--- config.mk ---
export PLATFORM = sky130hd
export DESIGN_NAME = fp_uart_client
export DESIGN_NICKNAME = d
export VERILOG_FILES = /design/src/rtl/fp_uart_pkg.sv /design/src/rtl/fp_uart_client_edge.sv /design/src/rtl/fp_uart_client.sv
export SDC_FILE = /design/constraint.sdc
export NUM_CORES = 1
export LEC_CHECK = 0
export ABC_AREA = 1
export BUFFER_PORTS_ARGS = -buffer_cell sky130_fd_sc_hd__buf_2
export CORE_AREA = 2 2 145 147
export DETAILED_ROUTE_END_ITERATION = 10
export DIE_AREA = 0 0 147 149
export PLACE_DENSITY = 0.47
export SETUP_SLACK_MARGIN = 0.02
export SYNTH_ARGS = -nofsm -noshare
export SYNTH_HDL_FRONTEND = slang
export SYNTH_SLANG_ARGS = --single-unit
--- constraint.sdc ---
create_clock -name clk -period 4 [get_ports clk]
set_clock_uncertainty 0.05 [all_clocks]
set_input_delay 0.8 -clock clk [delete_from_list [all_inputs] [get_ports clk]]
set_output_delay 0.8 -clock clk [all_outputs]
set_load 0.02 [all_outputs]
--- src/rtl/fp_uart_pkg.sv ---
// fp_uart_pkg
// Shared types and constants for the FP-over-UART calculator protocol.
// Imported by the client (and optionally by the server side).
//   state_t    : protocol FSM states
//   OP_BYTES   : bytes sent per request (two 32-bit operands)
//   RES_BYTES  : bytes received per response (one 32-bit result)
//   cnt_t      : byte counter type, wide enough for OP_BYTES
package fp_uart_pkg;

    typedef enum logic [2:0] {
        IDLE    = 3'd0,
        SEND    = 3'd1,
        TX_WAIT = 3'd2,
        RECV    = 3'd3,
        DONE    = 3'd4
    } state_t;

    localparam int OP_BYTES  = 8;
    localparam int RES_BYTES = 4;
    localparam int CNT_W     = $clog2(OP_BYTES);

    typedef logic [CNT_W-1:0] cnt_t;

endpackage

--- src/rtl/fp_uart_client_edge.sv ---
// posedgeDect
// Rising-edge detector producing a registered one-cycle pulse.
// A level that stays high produces exactly one pulse.
//   clk     : system clock
//   rst_n   : asynchronous active-low reset
//   i_sig   : level input (uart rx-done level)
//   o_pulse : one-cycle pulse, one clock after the rising edge is sampled
module posedgeDect (
    input  logic clk,
    input  logic rst_n,
    input  logic i_sig,
    output logic o_pulse
);

    logic r_prev;
    logic r_pulse;

    always_ff @(posedge clk or negedge rst_n) begin
        if (!rst_n) begin
            r_prev  <= 1'b0;
            r_pulse <= 1'b0;
        end else begin
            r_prev  <= i_sig;
            r_pulse <= i_sig & ~r_prev;
        end
    end

    assign o_pulse = r_pulse;

endmodule

--- src/rtl/fp_uart_client.sv ---
// fp_uart_client
// Host-side initiator for the FP-over-UART calculator. Sends op1 then op2
// (8 bytes, MSB byte first) through a uart byte interface, then collects a
// 4-byte result (MSB first) and presents it with a one-cycle valid strobe.
//
// Optional build macro: FP_CLIENT_TIMEOUT_EN enables a response timeout of
// TIMEOUT_CYCLES clocks while waiting for result bytes. Without it, timeout
// is tied low and the block waits for the reply indefinitely.
//
// Ports:
//   clk, rst_n            : clock, asynchronous active-low reset
//   start, op1, op2       : request and operands (accepted only when ready)
//   ready                 : high only in IDLE
//   result, result_valid  : last complete result and its one-cycle strobe
//   timeout               : one-cycle strobe on response timeout
//   send_data, tx_data    : byte send request to the uart transmitter
//   tx_done               : uart transmitter finished the byte
//   rx_done_raw, rx_data  : uart receive-done level and received byte
module fp_uart_client
    import fp_uart_pkg::*;
#(
    parameter int unsigned TIMEOUT_CYCLES = 50000000
) (
    input  logic        clk,
    input  logic        rst_n,
    input  logic        start,
    input  logic [31:0] op1,
    input  logic [31:0] op2,
    output logic        ready,
    output logic [31:0] result,
    output logic        result_valid,
    output logic        timeout,
    output logic        send_data,
    output logic [7:0]  tx_data,
    input  logic        tx_done,
    input  logic        rx_done_raw,
    input  logic [7:0]  rx_data
);

    state_t      r_state, w_state_next;
    cnt_t        r_cnt, w_cnt_next;
    logic [63:0] r_shreg, w_shreg_next;
    logic [31:0] r_acc, w_acc_next;
    logic [31:0] r_result, w_result_next;
    logic        r_result_valid, w_result_valid_next;
    logic        r_send_data, w_send_data_next;
    logic [7:0]  r_tx_data, w_tx_data_next;
    logic        w_rx_pulse;
    logic        w_to_hit;

    posedgeDect u_rx_edge (
        .clk     (clk),
        .rst_n   (rst_n),
        .i_sig   (rx_done_raw),
        .o_pulse (w_rx_pulse)
    );

`ifdef FP_CLIENT_TIMEOUT_EN
    localparam int TO_W = $clog2(TIMEOUT_CYCLES + 1);
    localparam logic [TO_W-1:0] TO_LAST = TO_W'(TIMEOUT_CYCLES - 1);

    logic [TO_W-1:0] r_to_cnt;
    logic            r_timeout;

    // A byte arriving in the same cycle as expiry wins over the timeout.
    assign w_to_hit = (r_state == RECV) && !w_rx_pulse && (r_to_cnt == TO_LAST);

    // Held at zero outside RECV, so it always starts from zero on entry.
    always_ff @(posedge clk or negedge rst_n) begin
        if (!rst_n) begin
            r_to_cnt  <= '0;
            r_timeout <= 1'b0;
        end else begin
            if ((r_state != RECV) || w_rx_pulse || w_to_hit) begin
                r_to_cnt <= '0;
            end else begin
                r_to_cnt <= r_to_cnt + 1'b1;
            end
            r_timeout <= w_to_hit;
        end
    end

    assign timeout = r_timeout;
`else
    assign w_to_hit = 1'b0;
    assign timeout  = 1'b0;
`endif

    always_ff @(posedge clk or negedge rst_n) begin
        if (!rst_n) begin
            r_state        <= IDLE;
            r_cnt          <= '0;
            r_shreg        <= '0;
            r_acc          <= '0;
            r_result       <= '0;
            r_result_valid <= 1'b0;
            r_send_data    <= 1'b0;
            r_tx_data      <= '0;
        end else begin
            r_state        <= w_state_next;
            r_cnt          <= w_cnt_next;
            r_shreg        <= w_shreg_next;
            r_acc          <= w_acc_next;
            r_result       <= w_result_next;
            r_result_valid <= w_result_valid_next;
            r_send_data    <= w_send_data_next;
            r_tx_data      <= w_tx_data_next;
        end
    end

    always_comb begin
        w_state_next        = r_state;
        w_cnt_next          = r_cnt;
        w_shreg_next        = r_shreg;
        w_acc_next          = r_acc;
        w_result_next       = r_result;
        w_result_valid_next = 1'b0;

        case (r_state)
            IDLE: begin
                if (start) begin
                    w_shreg_next = {op1, op2};
                    w_acc_next   = '0;
                    w_cnt_next   = '0;
                    w_state_next = SEND;
                end
            end
            SEND: begin
                w_state_next = TX_WAIT;
            end
            TX_WAIT: begin
                if (tx_done) begin
                    w_shreg_next = {r_shreg[55:0], 8'h00};
                    if (r_cnt == cnt_t'(OP_BYTES - 1)) begin
                        w_cnt_next   = '0;
                        w_state_next = RECV;
                    end else begin
                        w_cnt_next   = r_cnt + 1'b1;
                        w_state_next = SEND;
                    end
                end
            end
            RECV: begin
                if (w_rx_pulse) begin
                    w_acc_next = {r_acc[23:0], rx_data};
                    if (r_cnt == cnt_t'(RES_BYTES - 1)) begin
                        // Result and strobe are registered on DONE entry so
                        // both are visible during the DONE cycle itself.
                        w_cnt_next          = '0;
                        w_result_next       = {r_acc[23:0], rx_data};
                        w_result_valid_next = 1'b1;
                        w_state_next        = DONE;
                    end else begin
                        w_cnt_next = r_cnt + 1'b1;
                    end
                end else if (w_to_hit) begin
                    w_cnt_next   = '0;
                    w_acc_next   = '0;
                    w_state_next = IDLE;
                end
            end
            DONE: begin
                w_state_next = IDLE;
            end
            default: begin
                w_state_next = IDLE;
            end
        endcase

        // send_data is high exactly while in SEND; tx_data carries the top
        // byte of the (possibly just shifted) shift register and otherwise holds.
        w_send_data_next = (w_state_next == SEND);
        w_tx_data_next   = w_send_data_next ? w_shreg_next[63:56] : r_tx_data;
    end

    assign ready        = (r_state == IDLE);
    assign result       = r_result;
    assign result_valid = r_result_valid;
    assign send_data    = r_send_data;
    assign tx_data      = r_tx_data;

endmodule

==> metrics.md <==
| Metric | Value |
|---|---|
| Status | finished, final reports clean |
| Synth cell types | 23 |
| Starting Density | 29.4% |
| Final min period | 2620 ps |
| Reg-to-reg slack, setup | 1640 ps |
| Crit Path Category | reg -> out |
| Initial antenna violation count | 0 |
| Mapped Cells | 706 |
| DRC Markers | 0 |
| Initial DRT Pass Iterations | 7 |
| TritonCTS clock tree | done |
| Clock tree root buffer cell | clkbuf_16 |
| Synth-to-Final Area Change | 23.9% |
| I/O Buffers | 119 |
| Routed vias | 4997 |
| Core Region | 20600 um^2 |
| Final ANT Viol Nets | 0 |
| WL final | 15700 um |
| Multi-input gate area | 2200 um^2 |
| Setup crit start kind | register |
| Share of layout cells above drive strength 1 | 21.0% |
| CTS Buf Count | 17 |
| WL per Instance | 14.3 um |
| Worst-margin pin slew | 792 ps |
| # nets final | 889 |
| Synth top area share | 57.2% |
| Synth area leaders | dfrtp_1 (57%), nand3_1 (15%), nand2_1 (13%) |
| Sum Neg Setup Slack | 0 ps |
| Vias in the first global route | 4949 |
| Critical path required time | 3150 ps |
| CTS sink cnt | 138 |
| Endpoints failing hold | 0 |
| GRT Total Usage | 15.0% |
| Filler cells | 2192 |
| Number of synthesized register bits | 138 |
| Mean Syn Cell Area | 8.56 um^2 |
| Top Usage Layer GRT | met2 |
| H-tree depth | 4 |
| Die ar. | 21900 um^2 |
| Reg2Reg Depth | 6 |
| Clock-pin slew on the worst setup and hold paths | 60 ps |
| Critical Path End Type | primary output |
| Power Dens Cells | 700 nW/um^2 |
| Register area share after synthesis | 57.2% |
| Total grt overflow | 0 |
| Reg2reg end | r_shreg[47] |
| Global-route wire length before repair | 26200 um |
| Largest net degree at the start of global routing | 71 |
| GRT met3 Usage | 3.49% |
| Sequential cell area | 3450 um^2 |
| Ant diodes | 0 |
| Routed vias/inst | 4.56 |
| Skew-Pair Late Insertion Delay | 420 ps |
| Final Setup Violations | 0 |
| # hold bufs at CTS | 0 |
| Total leakage power | 3.69 nW |
| Maximum VDD drop | 0.333 mV |
| Synthesized area | 6040 um^2 |
| M2 GR Usage | 22.6% |
| FP Rows | 53 |
| Post_cts resized | 0 |
| Max Slew Vio Count | 0 |
| Io pins | 121 |
| Post-DP HPWL | 10200 um |
| Max-Cap Viols | 0 |
| Setup repair bufs after CTS | 0 |
| Met1 Use GR | 21.8% |
| Crit Path Max Fanout | 11 |
| Hold slack | 327 ps |
| Die Span Y | 149 um |
| HP Class | in -> async |
| Relative slew slack | 47.1% |
| Unrepaired setup endpoints after global routing | false |
| Tcrit/Tclk final | 65.5% |
| Drt initial violations | 237 |
| R2r startpoint | r_state[2] |
| FMAX | 382 MHz |
| Die X | 147 um |
| Yosys top cell by area | dfrtp_1 |
| Gp weighted congestion | 0.728 |
| CP Data Arrival Time | 1770 ps |
| Syn nets | 787 |
| Ys Warns | 0 |
| Clk buf depth | 2 |
[power by group]
| group | switching, mW | internal [mW] | leakage (nW) |
|---|---|---|---|
| combinational | 1.04 | 0.472 | 1.61 |
| sequential | 0.233 | 1.82 | 1.78 |
| clock | 0.594 | 1.07 | 0.302 |
| total | 1.87 | 3.37 | 3.69 |
[cell usage after synthesis, drive strengths merged]
| master | n |
|---|---|
| a21oi | 3 |
| inv | 45 |
| clkinv | 3 |
| o31ai | 1 |
| nand2 | 210 |
| nor2 | 8 |
| dfrtp | 138 |
| o211ai | 10 |
| nand4 | 1 |
| o21ai | 56 |
| nand3 | 179 |
| buf | 32 |
| a31oi | 1 |
| conb | 1 |
| clkbuf | 14 |
| ha | 4 |
[registers in the layout (all words and copies together), names as in the netlist]
name,count
result_valid,1
u_rx_edge.o_pulse,1
r_cnt,3
u_rx_edge.r_prev,1
r_acc,24
tx_data,8
r_shreg,64
result,32
r_state,3
send_data,1
[metrics by stage]
stage	util (%)	area (um^2)	total power, mW	cells	worst slack, ps
finish	36.4	7480	5.24	1096	1380
global route	36.4	7480	5.64	1096	1270
CTS	36.4	7480	5.31	1096	1340
detailed placement	33.3	6860	3.63	1064	1120
global placement	33.3	6860	3.61	1064	1150
floorplan	-	6040	3.17	706	1990
[cell type report]
class,count,area share (%)
timing repair buffer,129,9.05
clock buffer,20,6.10
clock inverter,12,2.29
tap,275,4.60
inverter,48,2.41
sequential,138,46.1
multi-input combinational,474,29.4
[critical path, stage by stage, from the launching register on]
cell and delay, ps:
dfrtp_1 460, inv_1 80, nand2_1 350, nor2_4 260
buf_2 200
[cells in the final DEF, fill, tap and decap left out, types with 3 or more instances in the layout]
cell type / synthesis / routed
nand3_2: 2 / 3
a21oi_1: 3 / 3
buf_4: 7 / 10
nor2_2: 3 / 3
o21ai_0: 48 / 48
buf_2: 22 / 118
bufinv_16: 0 / 4
clkinv_2: 0 / 4
nand3_1: 177 / 176
ha_1: 4 / 4
clkbuf_16: 0 / 17
o21ai_1: 8 / 8
nor2_1: 5 / 3
nand2_1: 208 / 208
o211ai_1: 10 / 10
clkinvlp_4: 0 / 3
clkinv_1: 3 / 3
inv_1: 43 / 43
dfrtp_1: 138 / 138
[layer usage]
metal	wire length, um	part of all wire (%)
met2	6980	44
met3	578	3.7
met1	7950	51
met5	0	0
met4	187	1.2
[kinds of logic (layout without fill, tap and decap cells)]
family | after synthesis | after routing | share of synthesized area [%]
buffers and inverters | 94 | 209 | 6.73
AO/OA/AOI/OAI | 71 | 71 | 6.36
adder cells (fa/ha/maj) | 4 | 4 | 0.829
other | 1 | 1 | 0.0621
AND/OR/NAND/NOR | 398 | 398 | 28.9
flip-flops | 138 | 138 | 57.2
[worst max-delay path by stage]
stage | start | to | slack, ps | cells past startpoint
floorplan | r_state[2] | ready | 1990 | 6
global placement | tx_done | r_shreg[12] | 1150 | 6
detailed placement | tx_done | r_shreg[14] | 1120 | 6
CTS | r_state[2] | ready | 1340 | 4
global route | r_state[2] | ready | 1270 | 4
finish | r_state[2] | ready | 1380 | 4
Note: power is estimated with default switching activity, not from simulation.
